==> src/rtl/sm_addsub_if.sv <==
// sm_addsub_if: operand/result handshake bundle for sm_addsub_pipe.
//   in_valid/in_ready/op/a/b  : operand beat, source -> pipe
//   out_valid/out_ready/c/ovf : result beat, pipe -> consumer
// Widths follow the sign-magnitude convention: the operand is MAG_W+1 bits
// and the result is MAG_W+2 bits, with the sign in the MSB of each.
interface sm_addsub_if #(
  parameter int MAG_W = 4
);
  logic             in_valid;
  logic             in_ready;
  logic             op;
  logic [MAG_W:0]   a;
  logic [MAG_W:0]   b;
  logic             out_valid;
  logic             out_ready;
  logic [MAG_W+1:0] c;
  logic             ovf;

  // master: drives operands and consumes results (source + sink side)
  modport master (
    output in_valid, op, a, b, out_ready,
    input  in_ready, out_valid, c, ovf
  );

  // slave: the pipeline itself
  modport slave (
    input  in_valid, op, a, b, out_ready,
    output in_ready, out_valid, c, ovf
  );
endinterface

==> src/rtl/sm_addsub_pipe.sv <==
// sm_addsub_pipe: 3-stage sign-magnitude fixed-point adder/subtractor with
// valid/ready flow control, an overflow flag and a saturating overflow counter.
//   clk, rst  : clock, synchronous active-high reset
//   bus       : sm_addsub_if.slave (operand in, result out, handshakes)
//   ovf_count : number of consumed results with ovf=1, saturating
// Stages: S1 register split sign/magnitude (op folded into b's sign),
//         S2 add or subtract magnitudes, S3 normalise -0 and register output.
// One global stall: every stage moves only when the output slot is free or
// being drained this cycle.
module sm_addsub_pipe #(
  parameter int MAG_W  = 4,
  parameter int FRAC_W = 2,
  parameter int CNT_W  = 8
) (
  input  logic             clk,
  input  logic             rst,
  sm_addsub_if.slave       bus,
  output logic [CNT_W-1:0] ovf_count
);
  localparam int STAGES = 3;
  // Magnitude = integer bits followed by fraction bits; the arithmetic is
  // blind to the split, it only matters to whoever interprets c.
  localparam int INT_W  = MAG_W - FRAC_W;

  typedef logic [INT_W+FRAC_W-1:0] mag_t;

  typedef struct packed {
    logic sa;
    logic sb;
    mag_t ma;
    mag_t mb;
  } s1_t;

  typedef struct packed {
    logic           sign;
    logic [MAG_W:0] mag;
  } s2_t;

  logic [STAGES:1]  vld_pipe;
  s1_t              s1_q;
  s2_t              s2_d, s2_q;
  logic [MAG_W+1:0] c_q;
  logic             ovf_q;
  logic             advance;

  assign advance       = !vld_pipe[STAGES] || bus.out_ready;
  assign bus.in_ready  = advance;
  assign bus.out_valid = vld_pipe[STAGES];
  assign bus.c         = c_q;
  assign bus.ovf       = ovf_q;

  // Larger magnitude minus smaller, so the difference never wraps; the
  // result takes the sign of the larger operand (a wins ties).
  always_comb begin
    s2_d.sign = s1_q.sa;
    s2_d.mag  = '0;
    if (s1_q.sa == s1_q.sb) begin
      s2_d.mag = {1'b0, s1_q.ma} + {1'b0, s1_q.mb};
    end else if (s1_q.ma >= s1_q.mb) begin
      s2_d.mag = {1'b0, s1_q.ma - s1_q.mb};
    end else begin
      s2_d.mag  = {1'b0, s1_q.mb - s1_q.ma};
      s2_d.sign = s1_q.sb;
    end
  end

  always_ff @(posedge clk) begin
    if (rst) begin
      vld_pipe  <= '0;
      c_q       <= '0;
      ovf_q     <= 1'b0;
      ovf_count <= '0;
    end else begin
      if (advance) begin
        vld_pipe  <= {vld_pipe[STAGES-1:1], bus.in_valid};
        s1_q.sa   <= bus.a[MAG_W];
        s1_q.sb   <= bus.b[MAG_W] ^ bus.op;
        s1_q.ma   <= bus.a[MAG_W-1:0];
        s1_q.mb   <= bus.b[MAG_W-1:0];
        s2_q      <= s2_d;
        // zero magnitude always leaves as +0
        c_q       <= {s2_q.sign & (s2_q.mag != '0), s2_q.mag};
        ovf_q     <= s2_q.mag[MAG_W];
      end
      if (vld_pipe[STAGES] && bus.out_ready && ovf_q && (ovf_count != '1))
        ovf_count <= ovf_count + CNT_W'(1);
    end
  end
endmodule

==> src/flat_wrapper.sv <==
// flat-port wrapper written by rule: the top's interface ports become plain ports
module sm_addsub_pipe_flat 
#(
  parameter int MAG_W  = 4,
  parameter int FRAC_W = 2,
  parameter int CNT_W  = 8
)
  (clk, rst, ovf_count, bus_in_valid, bus_op, bus_a, bus_b, bus_out_ready, bus_in_ready, bus_out_valid, bus_c, bus_ovf);
  sm_addsub_if #(.MAG_W(MAG_W)) bus_i ();
  input  logic clk;
  input  logic rst;
  output logic [CNT_W-1:0] ovf_count;
  input wire logic [$bits(bus_i.in_valid)-1:0] bus_in_valid;
  input wire logic [$bits(bus_i.op)-1:0] bus_op;
  input wire logic [$bits(bus_i.a)-1:0] bus_a;
  input wire logic [$bits(bus_i.b)-1:0] bus_b;
  input wire logic [$bits(bus_i.out_ready)-1:0] bus_out_ready;
  output wire logic [$bits(bus_i.in_ready)-1:0] bus_in_ready;
  output wire logic [$bits(bus_i.out_valid)-1:0] bus_out_valid;
  output wire logic [$bits(bus_i.c)-1:0] bus_c;
  output wire logic [$bits(bus_i.ovf)-1:0] bus_ovf;
  assign bus_i.in_valid = bus_in_valid;
  assign bus_i.op = bus_op;
  assign bus_i.a = bus_a;
  assign bus_i.b = bus_b;
  assign bus_i.out_ready = bus_out_ready;
  assign bus_in_ready = bus_i.in_ready;
  assign bus_out_valid = bus_i.out_valid;
  assign bus_c = bus_i.c;
  assign bus_ovf = bus_i.ovf;
  sm_addsub_pipe #(.MAG_W(MAG_W), .FRAC_W(FRAC_W), .CNT_W(CNT_W)) u_core (.clk(clk), .rst(rst), .bus(bus_i), .ovf_count(ovf_count));
endmodule
==> config.mk <==
export PLATFORM = sky130hd
export DESIGN_NAME = sm_addsub_pipe_flat
export DESIGN_NICKNAME = d
export VERILOG_FILES = /design/src/rtl/sm_addsub_if.sv /design/src/rtl/sm_addsub_pipe.sv /design/src/flat_wrapper.sv
export SDC_FILE = /design/constraint.sdc
export NUM_CORES = 1
export LEC_CHECK = 0
export CAP_MARGIN = 0
export CORE_MARGIN = 5
export CORE_UTILIZATION = 51
export DETAILED_ROUTE_END_ITERATION = 6
export MAX_ROUTING_LAYER = met4
export PLACE_DENSITY = 0.79
export SLEW_MARGIN = 0
export SYNTH_ARGS = -nofsm -noshare
export SYNTH_HDL_FRONTEND = slang
export SYNTH_SLANG_ARGS = --single-unit
==> constraint.sdc <==
create_clock -name clk -period 2.8 [get_ports clk]
set_input_delay 0.56 -clock clk [delete_from_list [all_inputs] [get_ports clk]]
set_output_delay 0.56 -clock clk [all_outputs]
set_load 0.05 [all_outputs]
# Word-level counts from Yosys, hierarchy flattened

Index checks and enable logic that the tools add are counted.
Widths: inputs -> output; s select.

Input port bits: 15
Bits in registers: 34

Reductions and logical operators: 7
$add $sub $neg: 4
$lt $le $gt $ge: 1
Equality and inequality tests: 2
Mux-type cells: 4
Bitwise gates (word level): 3

Operator list:

| operator            | count |
|---|---|
| $add 8x1->8 const B | 1 |
| $ne 8x8->1 const B  | 1 |
| $sub 4x4->4         | 2 |
| $add 4x4->5         | 1 |
| $mux 5              | 1 |
| $reduce_bool 5->1   | 1 |
| $ge 4x4->1          | 1 |
| $mux 4              | 1 |
| $logic_and 1x1->1   | 3 |
| $mux 1              | 2 |
| $reduce_and 2->1    | 1 |
| $and 1x1->1         | 1 |
| $eq 1x1->1          | 1 |
| $logic_not 1->1     | 1 |
| $logic_or 1x1->1    | 1 |
| $not 1->1           | 1 |
| $xor 1x1->1         | 1 |

# Longest topological paths before layout

Depth after elaboration: 3
Gate-level depth with buffers: 8
Depth with buffers taken out: 8

# Least setup slack after synthesis

OpenSTA, ideal clock, no wires.

Kind: in2reg
Start: input rst
End: register u_core.s1_q[0] (netlist bit) (enable)
Arrival: 1.665 ns
Data required time: 2.412 ns
Path slack: 0.746 ns
Cell stages on the path: 3
Setup time: 0.388 ns
Cells stage by stage: clkbuf_1 -> buf_1 -> nor2_1

Cells in the longest elaborated chain, start to end: 2

RTL lines:

| element                           | line                 | source |
|---|---|---|
| start: declaration                | flat_wrapper.sv:11   | `input logic rst;` |
| $not 1->1 (no source line)        | n/a                  |  |
| $reduce_and 2->1 (no source line) | n/a                  |  |
| end: declaration                  | sm_addsub_pipe.sv:40 | `s1_t s1_q;` |

Every way passes these cells.
A chain may end at the register's enable or synchronous reset.

# Final worst setup path

Start: input bus_out_ready
End: output bus_in_ready

Cells in the longest elaborated chain, start to end: 1

RTL lines:

| element            | line                 | source |
|---|---|---|
| start: declaration | flat_wrapper.sv:17   | `input wire logic [$bits(bus_i.out_ready)-1:0] bus_out_ready;` |
| $logic_or 1x1->1   | sm_addsub_pipe.sv:46 | `assign advance = !vld_pipe[STAGES] \|\| bus.out_ready;` |
| end: declaration   | flat_wrapper.sv:18   | `output wire logic [$bits(bus_i.in_ready)-1:0] bus_in_ready;` |

Every way passes these cells.

==> results.md <==
Run status:
- The flow ran to the end, and the final reports show no timing, DRC or antenna violations.

Power and ir drop:
- The internal power of the cells totals 0.000729 W.
- The switching share of power is 28.0%.
- The analysis attributes to cell leakage a power of 0.795 nW.
- The power density over the cells is 487 mW/mm^2.
- Overall power consumption after layout is estimated at 0.00101 W.
- The worst voltage drop across the vdd grid is 0.000356 V.
- Per report_power, the clock group accounts for 24.2% of the total.
- The switching power summed over all nets is 0.000283 W.
- The sequential share of power is 55.7%.
- The share of total power dissipated in combinational logic is 20.1%.

Placement:
- The quantity of I/O buffers inserted on ports is 31.
- The placed instances occupy a cell area of 0.00203 sq mm.
- The routability-driven placement congestion ratio is 0.802.
- The worst slack after detailed placement is 542 ps.
- The half-perimeter wire length after placement is 2.32 mm.

Routing:
- The initial detailed-routing violation count is 93.
- The count of vias placed by the detailed router is 1217.
- The count of nets left with antenna violations once routing finished came out at 0.
- The mean routed wirelength per cell is 12.0 um.
- For this run, design rule violations remaining after detail routing come to 0.
- After detailed routing, the number of vias per cell comes to 5.05.
- The total detailed-routing wirelength is 2.89 mm.
- The first TritonRoute pass finished after 4 iterations.

Synth:
- The number of distinct library cell variants in the gate-level netlist after synthesis is 36.
- The number of nets handed over by synthesis was 190.
- The post-synthesis average cell area is 10.5 sq um.
- After technology mapping, the gate count stands at 160.
- The synthesized area is 0.00167 sq mm.
- The Yosys step of the flow raised 0 warnings.
- The post-synthesis register bit count is 33.
- After synthesis, flip-flops and latches occupy 49.0% of the total area.

Layout:
- The finished cells cover 0.00208 sq mm.
- The most frequent standard cell in the layout excluding fill and tap cells is sky130_fd_sc_hd__clkdlybuf4s50_1.
- The fraction of layout instances using a drive strength above 1 is 8.63%.
- The number of antenna diodes in the final layout is 0.
- The net count of the finished layout is 226.
- The multi-input gate area in the final layout is 771 sq um.
- The total of fill cells in the finished design is 262.
- Summing all flip-flop and latch instances after layout gives 821 sq um.
- The area growth from synthesis to layout is 24.2%.
- The top cell types in the final layout, fill and taps aside, are sky130_fd_sc_hd__clkdlybuf4s50_1 (30), sky130_fd_sc_hd__nand2_1 (20), sky130_fd_sc_hd__nor2_1 (18).

Hold path:
- The endpoint with the worst hold slack is u_core.bus.c[3]$_SDFFE_PP0N_.
- The tightest min-delay check is of the reg -> reg type.
- Along the worst hold path, the cell count comes to 2.
- The startpoint of the most critical hold path is u_core.bus.c[3]$_SDFFE_PP0N_.

Critical path:
- In this run the critical register-to-register path is captured at u_core.s2_q[3]$_DFFE_PP_.
- The launching element type of the critical path is an input pin.
- STA puts the critical path data required time at 2240 ps.
- The type of destination of the critical path is a primary output.
- For the worst flop-to-flop path, the logic depth is 7.
- The worst register-to-register path has a setup slack of 680 ps.
- The startpoint of the worst register-to-register path is u_core.s1_q[1]$_DFFE_PP_.
- Walking the worst path, the cells encountered are clkdlybuf4s50_1 -> nor2b_1 -> clkinv_1 -> buf_4.
- Counting buffers and inverters, the worst setup path is 4 cells deep.
- The family with the most delay on the worst path is buffers and inverters.
- The critical path in this run is classified as in -> out.
- Along the worst path, the maximum fanout reaches 9.
- The data arrival time of the critical path is 1710 ps.
- The slowest stage of the critical path belongs to the cell sky130_fd_sc_hd__clkdlybuf4s50_1.
- The count of buffer and inverter cells on the critical path is 3.
- The largest single stage delay on the critical path is 460 ps.

Global route:
- For this run, the total global-route usage over all layers was measured as 15.6%.
- The via count of the first global-routing pass came to 1227.
- The global-route wire length before repair is 5.14 mm.
- After global routing the overflow that remains totals 0.
- The largest net degree at the start of global routing is 19.
- The number of antenna violations at the first check in global routing is 0.

Timing:
- The number of pins exceeding their max-slew limit in the final report was 0.
- Setup violations remaining at the end of the flow were counted as 0.
- The clock arrives with 7.34 ps of skew.
- The worst setup slack after layout is 532 ps.
- At the pin with the least slew margin, the transition time is 506 ps.
- Adding up every negative setup slack in the final design gives 0 ps.
- The worst path needs 2270 ps of the cycle, external delays included.
- The count of endpoints failing hold in the final timing report is 0.
- The headroom to the max-slew limit is 66.2%.
- The worst path uses 81.0% of the clock period.
- Setup repair after global routing left no endpoint under its margin.
- The peak clock frequency supported by timing is 0.441 GHz.

CTS:
- The hold buffer count at CTS is 0.
- The cell sitting at the root of the clock tree is a sky130_fd_sc_hd__clkbuf_4.
- TritonCTS built the clock tree.
- Counting along the longest clock path gives a buffer depth of 2.
- The H-tree generated during clock tree synthesis spans 2 levels.
- After clock tree synthesis, the clock-pin slew on the worst setup and hold paths is 90 ps.
- The number of post-CTS setup repair buffers is 0.
- Once the clock tree was built, the resizer swapped 0 gates to a different size.
- The clock buffer count from CTS is 5.
- The CTS sink count is 33.
- The source-to-sink clock delay at the later pin of the worst-skew pair is 320 ps.

Floorplanning:
- The floorplan row count is 20.
- The die area is 0.00453 sq mm.
- The horizontal die dimension is 67.3 um.
- The starting utilization of the core area is 54.0%.
- The core area is 0.00310 sq mm.
- In this run the count of I/O pins placed on the die edge is 32.
- In this run the vertical extent of the chip is 67.3 um.

Flow run:
- The number of max-capacitance violations reported is 0.
stage by stage:
stage	utilization, %	hold WS, ps	cells
floorplan	-	432	160
global placement	65.4	440	233
detailed placement	65.4	449	233
CTS	67.0	461	241
global route	67.0	498	241
finish	67.0	463	241
worst max path at each step:
stage | from | end
floorplan | rst | u_core.s1_q[0]$_DFFE_PP_
global placement | bus_out_ready | bus_in_ready
detailed placement | bus_out_ready | bus_in_ready
CTS | bus_out_ready | bus_in_ready
global route | bus_out_ready | bus_in_ready
finish | bus_out_ready | bus_in_ready
state kept, by name, summed over array words and instances (netlist names):
name and flops:
u_core.ovf_count 8, u_core.s2_q 6, u_core.bus.c 6, u_core.vld_pipe 3, u_core.s1_q 10
power by group through the flow:
stage	Clock, W	Sequential, W	Combinational (W)
3_3_place_gp	0	0.000574	0.000198
6_report	0.000245	0.000564	0.000203
2_1_floorplan	0	0.000603	0.000111
5_1_grt	0.000281	0.000569	0.000225
3_5_place_dp	0	0.000575	0.000204
4_1_cts	0.000257	0.000564	0.000205
cells in the mapped netlist, drive strengths merged:
cell type	number	area share, %
o31ai	2	0.90
nand3	3	0.90
nor2b	1	0.37
xor2	5	2.6
o2bb2ai	1	0.52
edfxtp	16	29
or4	1	0.45
a21oi	14	4.2
a21boi	1	0.45
nor3	4	1.2
nor2	18	4.0
ha	12	9.0
fa	3	3.6
clkbuf	2	0.45
nand2	21	5.2
buf	3	1.3
a31oi	1	1.3
mux2i	1	0.60
mux2	1	0.67
o21ai	4	1.4
o221a	1	0.67
xnor2	6	3.1
inv	13	2.9
o211ai	1	0.45
o2111ai	1	1.6
o21bai	1	0.45
nand4	2	0.75
nor3b	1	0.45
dfxtp	17	20
or3	1	0.37
clkinv	1	0.22
a2111oi	1	0.90
worst min-delay path, stage by stage (launching register included):
cell and delay [ps]:
sky130_fd_sc_hd__dfxtp_1 320, sky130_fd_sc_hd__nand2_1 50, sky130_fd_sc_hd__a21oi_1 50
area by class of cell:
class,count,share of cell area (%)
flip-flops and latches,33,39.5
clock inverters,1,0.241
inverters,14,2.53
well taps,44,2.65
clock buffers,7,2.17
multi-input cells,108,37.1
repair buffers,34,15.9
kinds of logic (layout without fill, tap and decap cells):
group                    count (synthesis)  in the layout  synth area share (%)
XOR/XNOR                                11             11                  5.75
adder cells (fa/ha/maj)                 15             15                  12.6
buffers and inverters                   19             56                  4.93
AO/OA/AOI/OAI                           28             28                  12.8
AND/OR/NAND/NOR                         52             52                  13.7
flip-flops                              33             33                  49.0
multiplexers                             2              2                  1.27
metal layers:
metal	vias up	global-route usage (%)	share of wire, %
met5	-	-	0
met4	0	7.59	1.8
met3	8	3.99	5.3
met2	34	27.4	50
met1	558	16.2	42
li1	617	-	-
No activity file was read; power rests on OpenSTA's default activity.
